==> src/rtl/pcie_status_reporter.sv <==
// rtl/pcie_status_reporter.sv - interrupt-cause snapshot engine feeding the egress control FIFO; optional watchdog via STATUS_REPORT_TIMEOUT_EN
module pcie_status_reporter #(
  parameter int REG_COUNT = 9,
  parameter int CAUSE_COUNT = 4,
  parameter logic [CAUSE_COUNT*8-1:0] MSI_VECTORS = {8'h03, 8'h02, 8'h01, 8'h00},
  parameter int TIMEOUT_CYCLES = 1024
) (
  input  logic                     clk,
  input  logic                     rst,
  input  logic                     i_cmd_rst_stb,
  input  logic [CAUSE_COUNT-1:0]   i_cause_stb,
  input  logic [REG_COUNT*32-1:0]  i_reg_map,
  input  logic [31:0]              i_status_addr,
  input  logic                     i_data_busy,
  input  logic [1:0]               i_fifo_rdy,
  output logic [1:0]               o_fifo_act,
  input  logic [23:0]              i_fifo_size,
  output logic                     o_fifo_stb,
  output logic [31:0]              o_fifo_data,
  output logic                     o_egress_enable,
  input  logic                     i_egress_finished,
  output logic [7:0]               o_egress_tlp_command,
  output logic [31:0]              o_egress_tlp_address,
  output logic                     o_cntrl_fifo_select,
  output logic                     o_interrupt_stb,
  output logic [7:0]               o_interrupt_msi_value,
  output logic [CAUSE_COUNT-1:0]   o_pending,
  output logic [7:0]               o_snapshot_count,
  output logic                     o_truncated,
`ifdef STATUS_REPORT_TIMEOUT_EN
  output logic [7:0]               o_timeout_count,
`endif
  output logic                     o_busy
);

  localparam logic [7:0] PCIE_MWR_32B = 8'h40;
  localparam int CW = $clog2(REG_COUNT + 1);

  typedef enum logic [2:0] {IDLE, WAIT_BUF, LOAD, SEND, IRQ} state_t;

  state_t                 state, state_next;
  logic [CW-1:0]          count;
  logic [CW-1:0]          limit;
  logic                   size_short;
  logic [2:0]             cur_cause;
  logic [2:0]             first_cause;
  logic [CAUSE_COUNT-1:0] pend_clr;
  logic                   timed_out;
  logic [31:0]            words [2**CW];

  // Map words are padded to a power of two so any counter value indexes safely.
  for (genvar k = 0; k < 2**CW; k++) begin : g_words
    if (k < REG_COUNT) begin : g_live
      assign words[k] = i_reg_map[32*k +: 32];
    end else begin : g_pad
      assign words[k] = '0;
    end
  end

  assign size_short           = i_fifo_size < 24'(REG_COUNT);
  assign limit                = size_short ? i_fifo_size[CW-1:0] : CW'(REG_COUNT);
  assign o_egress_tlp_command = PCIE_MWR_32B;
  assign o_busy               = (state != IDLE);
  assign o_fifo_data          = o_fifo_stb ? words[count] : 32'h0;

  // Lowest-index pending cause, and the one-hot clear issued when IDLE claims it.
  always_comb begin
    first_cause = '0;
    pend_clr    = '0;
    for (int i = CAUSE_COUNT - 1; i >= 0; i--) begin
      if (o_pending[i]) first_cause = 3'(i);
    end
    for (int i = 0; i < CAUSE_COUNT; i++) begin
      pend_clr[i] = (state == IDLE) && (|o_pending) && (first_cause == 3'(i));
    end
  end

`ifdef STATUS_REPORT_TIMEOUT_EN
  localparam int TW = $clog2(TIMEOUT_CYCLES + 1);
  logic [TW-1:0] tcount;

  assign timed_out = (state == SEND) && !i_egress_finished &&
                     (tcount == TW'(TIMEOUT_CYCLES - 1));

  // Watchdog: counts SEND cycles and tallies expirations (saturating).
  always_ff @(posedge clk or posedge rst) begin
    if (rst) begin
      tcount          <= '0;
      o_timeout_count <= '0;
    end else if (i_cmd_rst_stb) begin
      tcount          <= '0;
      o_timeout_count <= '0;
    end else begin
      tcount <= (state == SEND) ? tcount + 1'b1 : '0;
      if (timed_out && o_timeout_count != 8'hFF) o_timeout_count <= o_timeout_count + 8'd1;
    end
  end
`else
  wire unused_timeout_cfg = |TIMEOUT_CYCLES;
  assign timed_out = 1'b0;
`endif

  // State register.
  always_ff @(posedge clk or posedge rst) begin
    if (rst)                state <= IDLE;
    else if (i_cmd_rst_stb) state <= IDLE;
    else                    state <= state_next;
  end

  // Next-state decode and per-state strobes.
  always_comb begin
    state_next      = state;
    o_fifo_stb      = 1'b0;
    o_egress_enable = 1'b0;
    o_interrupt_stb = 1'b0;
    case (state)
      IDLE: begin
        if (|o_pending) state_next = WAIT_BUF;
      end
      WAIT_BUF: begin
        if (o_cntrl_fifo_select && (|i_fifo_rdy) && (o_fifo_act == 2'b00)) state_next = LOAD;
      end
      LOAD: begin
        if (count >= limit) state_next = SEND;
        else                o_fifo_stb = 1'b1;
      end
      SEND: begin
        o_egress_enable = 1'b1;
        if (i_egress_finished || timed_out) state_next = IRQ;
      end
      IRQ: begin
        o_interrupt_stb = 1'b1;
        state_next      = IDLE;
      end
      default: state_next = IDLE;
    endcase
  end

  // Datapath: pending causes, buffer grant, word counter, status and MSI value.
  always_ff @(posedge clk or posedge rst) begin
    if (rst) begin
      o_pending             <= '0;
      cur_cause             <= '0;
      count                 <= '0;
      o_fifo_act            <= 2'b00;
      o_cntrl_fifo_select   <= 1'b0;
      o_egress_tlp_address  <= '0;
      o_interrupt_msi_value <= MSI_VECTORS[7:0];
      o_snapshot_count      <= '0;
      o_truncated           <= 1'b0;
    end else if (i_cmd_rst_stb) begin
      o_pending             <= '0;
      cur_cause             <= '0;
      count                 <= '0;
      o_fifo_act            <= 2'b00;
      o_cntrl_fifo_select   <= 1'b0;
      o_egress_tlp_address  <= '0;
      o_interrupt_msi_value <= MSI_VECTORS[7:0];
      o_snapshot_count      <= '0;
      o_truncated           <= 1'b0;
    end else begin
      // A new strobe outranks the clear of the same bit.
      o_pending <= (o_pending & ~pend_clr) | i_cause_stb;
      case (state)
        IDLE: begin
          if (|o_pending) begin
            cur_cause            <= first_cause;
            o_egress_tlp_address <= i_status_addr;
          end
        end
        WAIT_BUF: begin
          if (!i_data_busy) o_cntrl_fifo_select <= 1'b1;
          if (o_cntrl_fifo_select && (|i_fifo_rdy) && (o_fifo_act == 2'b00)) begin
            o_fifo_act <= i_fifo_rdy[0] ? 2'b01 : 2'b10;
            count      <= '0;
          end
        end
        LOAD: begin
          if (size_short) o_truncated <= 1'b1;
          if (count >= limit) o_fifo_act <= 2'b00;
          else                count      <= count + 1'b1;
        end
        SEND: begin
          if (i_egress_finished) begin
            o_snapshot_count      <= o_snapshot_count + 8'd1;
            o_interrupt_msi_value <= MSI_VECTORS[{cur_cause, 3'b000} +: 8];
          end else if (timed_out) begin
            o_interrupt_msi_value <= 8'hFF;
          end
        end
        IRQ: begin
          o_cntrl_fifo_select <= 1'b0;
        end
        default: ;
      endcase
    end
  end

endmodule

==> config.mk <==
export PLATFORM = sky130hd
export DESIGN_NAME = pcie_status_reporter
export DESIGN_NICKNAME = d
export VERILOG_FILES = /design/src/rtl/pcie_status_reporter.sv
export SDC_FILE = /design/constraint.sdc
export NUM_CORES = 1
export LEC_CHECK = 0
export CAP_MARGIN = 40
export CELL_PAD_IN_SITES_DETAIL_PLACEMENT = 0
export CELL_PAD_IN_SITES_GLOBAL_PLACEMENT = 1
export CORE_AREA = 3 3 174 176
export CTS_BUF_LIST = sky130_fd_sc_hd__clkbuf_8
export CTS_CLUSTER_DIAMETER = 150
export DETAILED_ROUTE_END_ITERATION = 6
export DIE_AREA = 0 0 177 179
export GPL_TIMING_DRIVEN = 0
export PLACE_DENSITY = 0.65
export SYNTH_ARGS = -nofsm -noshare
export SYNTH_HDL_FRONTEND = slang
export SYNTH_SLANG_ARGS = --single-unit
==> constraint.sdc <==
create_clock -name clk -period 6.29 [get_ports clk]
set_clock_uncertainty 0.05 [all_clocks]
set_input_delay 1.5725 -clock clk [delete_from_list [all_inputs] [get_ports clk]]
set_output_delay 1.5725 -clock clk [all_outputs]
set_load 0.02 [all_outputs]
==> flow_summary_export.csv <==
group,metric,value,unit
floorplan,core-area,28800,um2
sta,tightest_slew,0.746,ns
sta,max_slew_margin,50.3,%
floorplan,initial_core_util,17.3,%
global_routing,grt_max_degree,24,
global_routing,antenna_found_initial,9,
worst_setup_path,end_kind,"primary output",
clocking,cts_buffers,9,
outcome,outcome,"completed",
power,p_total,1.51,mW
cells_and_area,fin_cells,1319,
worst_setup_path,cp.required,4.67,ns
synth,netlist_area,4960,um2
sta,min_period,6.14,ns
synth,synthFlopType,"dfrtp_1",
synth,ys_ff_latch,59,
sta,setup_violations,0,
clocking,cts_hold_buf,0,
power,internal-power,1.06,mW
min_path,hp-class,"flip-flop to flip-flop",
clocking,clk_path_buf_depth,2,
floorplan,fp.dieW,177,um
synth,yosys-top-cells-count,"mux4_2, dfrtp_1, nand2_1, a211oi_1",
sta,finalSetupTns,0,ns
worst_setup_path,critPathLaunchType,"primary input",
sta,timing.final.ws_setup,0.151,ns
sta,finalHoldViolations,0,
min_path,min_from,"cur_cause[1]",
synth,syn_inst,453,
placement,dp.cells,1293,
power,combPwrFrac,43.7,%
placement,finalWeightedCongestion,0.832,
synth,yosysMostFrequentCell,"mux4_2",
power,p_leak,3.95,nW
worst_setup_path,criticalPathCategory,"primary input to primary output",
worst_setup_path,r2r-start,"count[0]",
floorplan,die_h,179,um
cells_and_area,drive_gt1_share,18.3,%
sta,clock.fmax,163,MHz
route,routed_via_density,4.48,
worst_setup_path,crit_fanout,10,
power,clkPwrFrac,26.3,%
clocking,cts_sinks,59,
synth,yosys-top-cells-area,"dfrtp_1, mux4_2, a22o_1",
placement,hpwl,25600,um
synth,synth_edf_count,0,
synth,synth-seq-area-share,29.7,%
worst_setup_path,r2r_end,"count[3]",
route,drt_pass1_iterations,4,
clocking,clk_pin_slew,0.06,ns
sta,post-route-period-util,97.6,%
synth,synth_area_leader_cell,"dfrtp_1",
synth,synth_area_per_cell,11.0,um2
power,pwr-share-seq,30.0,%
power,switching_share,29.9,%
min_path,holdPathEnd,"cur_cause[1]",
route,routed_wl,30100,um
synth,synth.top_cell.area_share,29.7,%
worst_setup_path,worstPathArrival,4.52,ns
clocking,root_buffer,"clkbuf_8",
route,drt_iter0_markers,235,
cells_and_area,syn_to_final_growth,105,%
global_routing,grt_pass1_wl,41500,um
sta,slew_viol_final,0,
route,wl_per_cell,22.8,um
clocking,clock_latency,0.34,ns
power,switching_power,0.453,mW
synth,async_flop_share,100,%
route,vias,5915,
sta,rsz0062_at_grt,"yes",
cells_and_area,finalNetCount,1285,
global_routing,gr-usage-all-layers,17.7,%
min_path,hold_path_depth,2,
floorplan,io_pins,455,
floorplan,die_area,31700,um2
worst_setup_path,reg2reg_slack,3.07,ns
route,drc,0,
synth,ys_warn_count,0,
power,peakVddDrop,0.145,mV
placement,place_ws,-1.01,ns
synth,synth_cell_types,45,
clocking,tritoncts,"done",
global_routing,gr-total-overflow,0,
route,ant_nets,0,
floorplan,num_rows,62,
placement,port_buffers,440,
flow_run,drv_cap,0,
global_routing,first_global_vias,6196,
clocking,h-tree-depth,3,
power,power_density,148,nW/um2
worst_setup_path,reg2regPathDepth,11,
==> what timing repair did <==
item / in CTS / in global routing
buffers inserted: 3 / 1
gates resized for setup: 125 / 54
endpoints found under the setup margin: 33 / 31
pin swaps: 3 / 2
==> kinds of logic (layout without fill, tap and decap cells) <==
group	after synthesis	after routing	share of synthesized area [%]
and+or+nand+nor	114	114	11.5
buffers and inverters	68	532	6.85
muxes	64	64	29.0
DFF	59	59	29.7
adders and majority gates	6	6	1.51
other	2	20	0.151
xor gates and xnor gates	7	7	1.23
AOI/OAI and AO/OA	133	133	20.0
==> how the worst max path moves through the flow <==
stage                          from               to  slack, ns  cells after the start
global route        i_fifo_size[18]   o_fifo_data[8]      -0.02                     12
global placement     i_fifo_size[6]  o_fifo_data[25]       -1.0                     11
floorplan            i_fifo_size[6]  o_fifo_data[11]       0.47                      9
CTS                  i_fifo_size[6]   o_fifo_data[9]     0.0005                     11
detailed placement   i_fifo_size[6]  o_fifo_data[25]      -1.01                     11
finish               i_fifo_size[6]  o_fifo_data[10]       0.15                     12
==> state kept, by name (all words and copies together), names as in the netlist <==
signal	flops
o_truncated	1
count	4
o_interrupt_msi_value	2
cur_cause	2
state	3
o_fifo_act	2
o_cntrl_fifo_select	1
o_snapshot_count	8
o_egress_tlp_address	32
o_pending	4
==> cell type report <==
class | count | area (um2)
antenna | 6 | 15.0
buffer | 59 | 325
clock buffer | 11 | 151
clock inverter | 5 | 76.3
fill | 2958 | 18600
inverter | 9 | 33.8
multi-input combinational | 338 | 3250
sequential | 59 | 1480
tap | 384 | 480
timing repair buffer | 448 | 4370
==> layer usage <==
layer	vias up	part of all wire (%)	track usage, %
met4	4	1.6	5.20
met1	2876	38	20.6
met5	-	0.090	0
met2	274	51	31.6
li1	2730	-	-
met3	31	8.7	5.25
==> placed cells by master, fill, tap and decap left out, types with 9 or more instances in the layout <==
cell / n
clkdlybuf4s50_1: 407
mux4_2: 64
dfrtp_1: 59
nand2_1: 53
a22o_1: 32
o22ai_1: 32
a211oi_1: 31
buf_4: 30
buf_2: 29
clkbuf_1: 26
nor2_1: 23
a21oi_1: 15
conb_1: 14
clkbuf_8: 12
inv_1: 9
==> power by group through the flow <==
stage | logic (mW) | clock network [mW] | registers [mW]
after floorplan | 0.235 | 0 | 0.498
after global placement | 0.659 | 0 | 0.459
after detailed placement | 0.667 | 0 | 0.456
after CTS | 0.668 | 0.413 | 0.453
after global routing | 0.707 | 0.423 | 0.458
final | 0.661 | 0.397 | 0.453
==> per-stage QoR <==
step	hold slack [ns]	area, um2	util [%]
4_1_cts	0.445	10200	35.6
3_5_place_dp	0.429	9960	34.6
5_1_grt	0.468	10200	35.4
2_1_floorplan	0.398	5010	-
3_3_place_gp	0.415	9890	34.4
6_report	0.436	10200	35.4
==> critical path, stage by stage <==
cell and delay (ns):
clkdlybuf4s50_1 0.39, or4_1 0.61, nor3_4 0.21, buf_4 0.14, nand2_1 0.06, ha_1 0.27, o21a_1 0.18, nor2_1 0.27
o21ai_4 0.17, buf_4 0.24, a211oi_1 0.18, buf_2 0.24
Power figures use the tool's default switching activity.
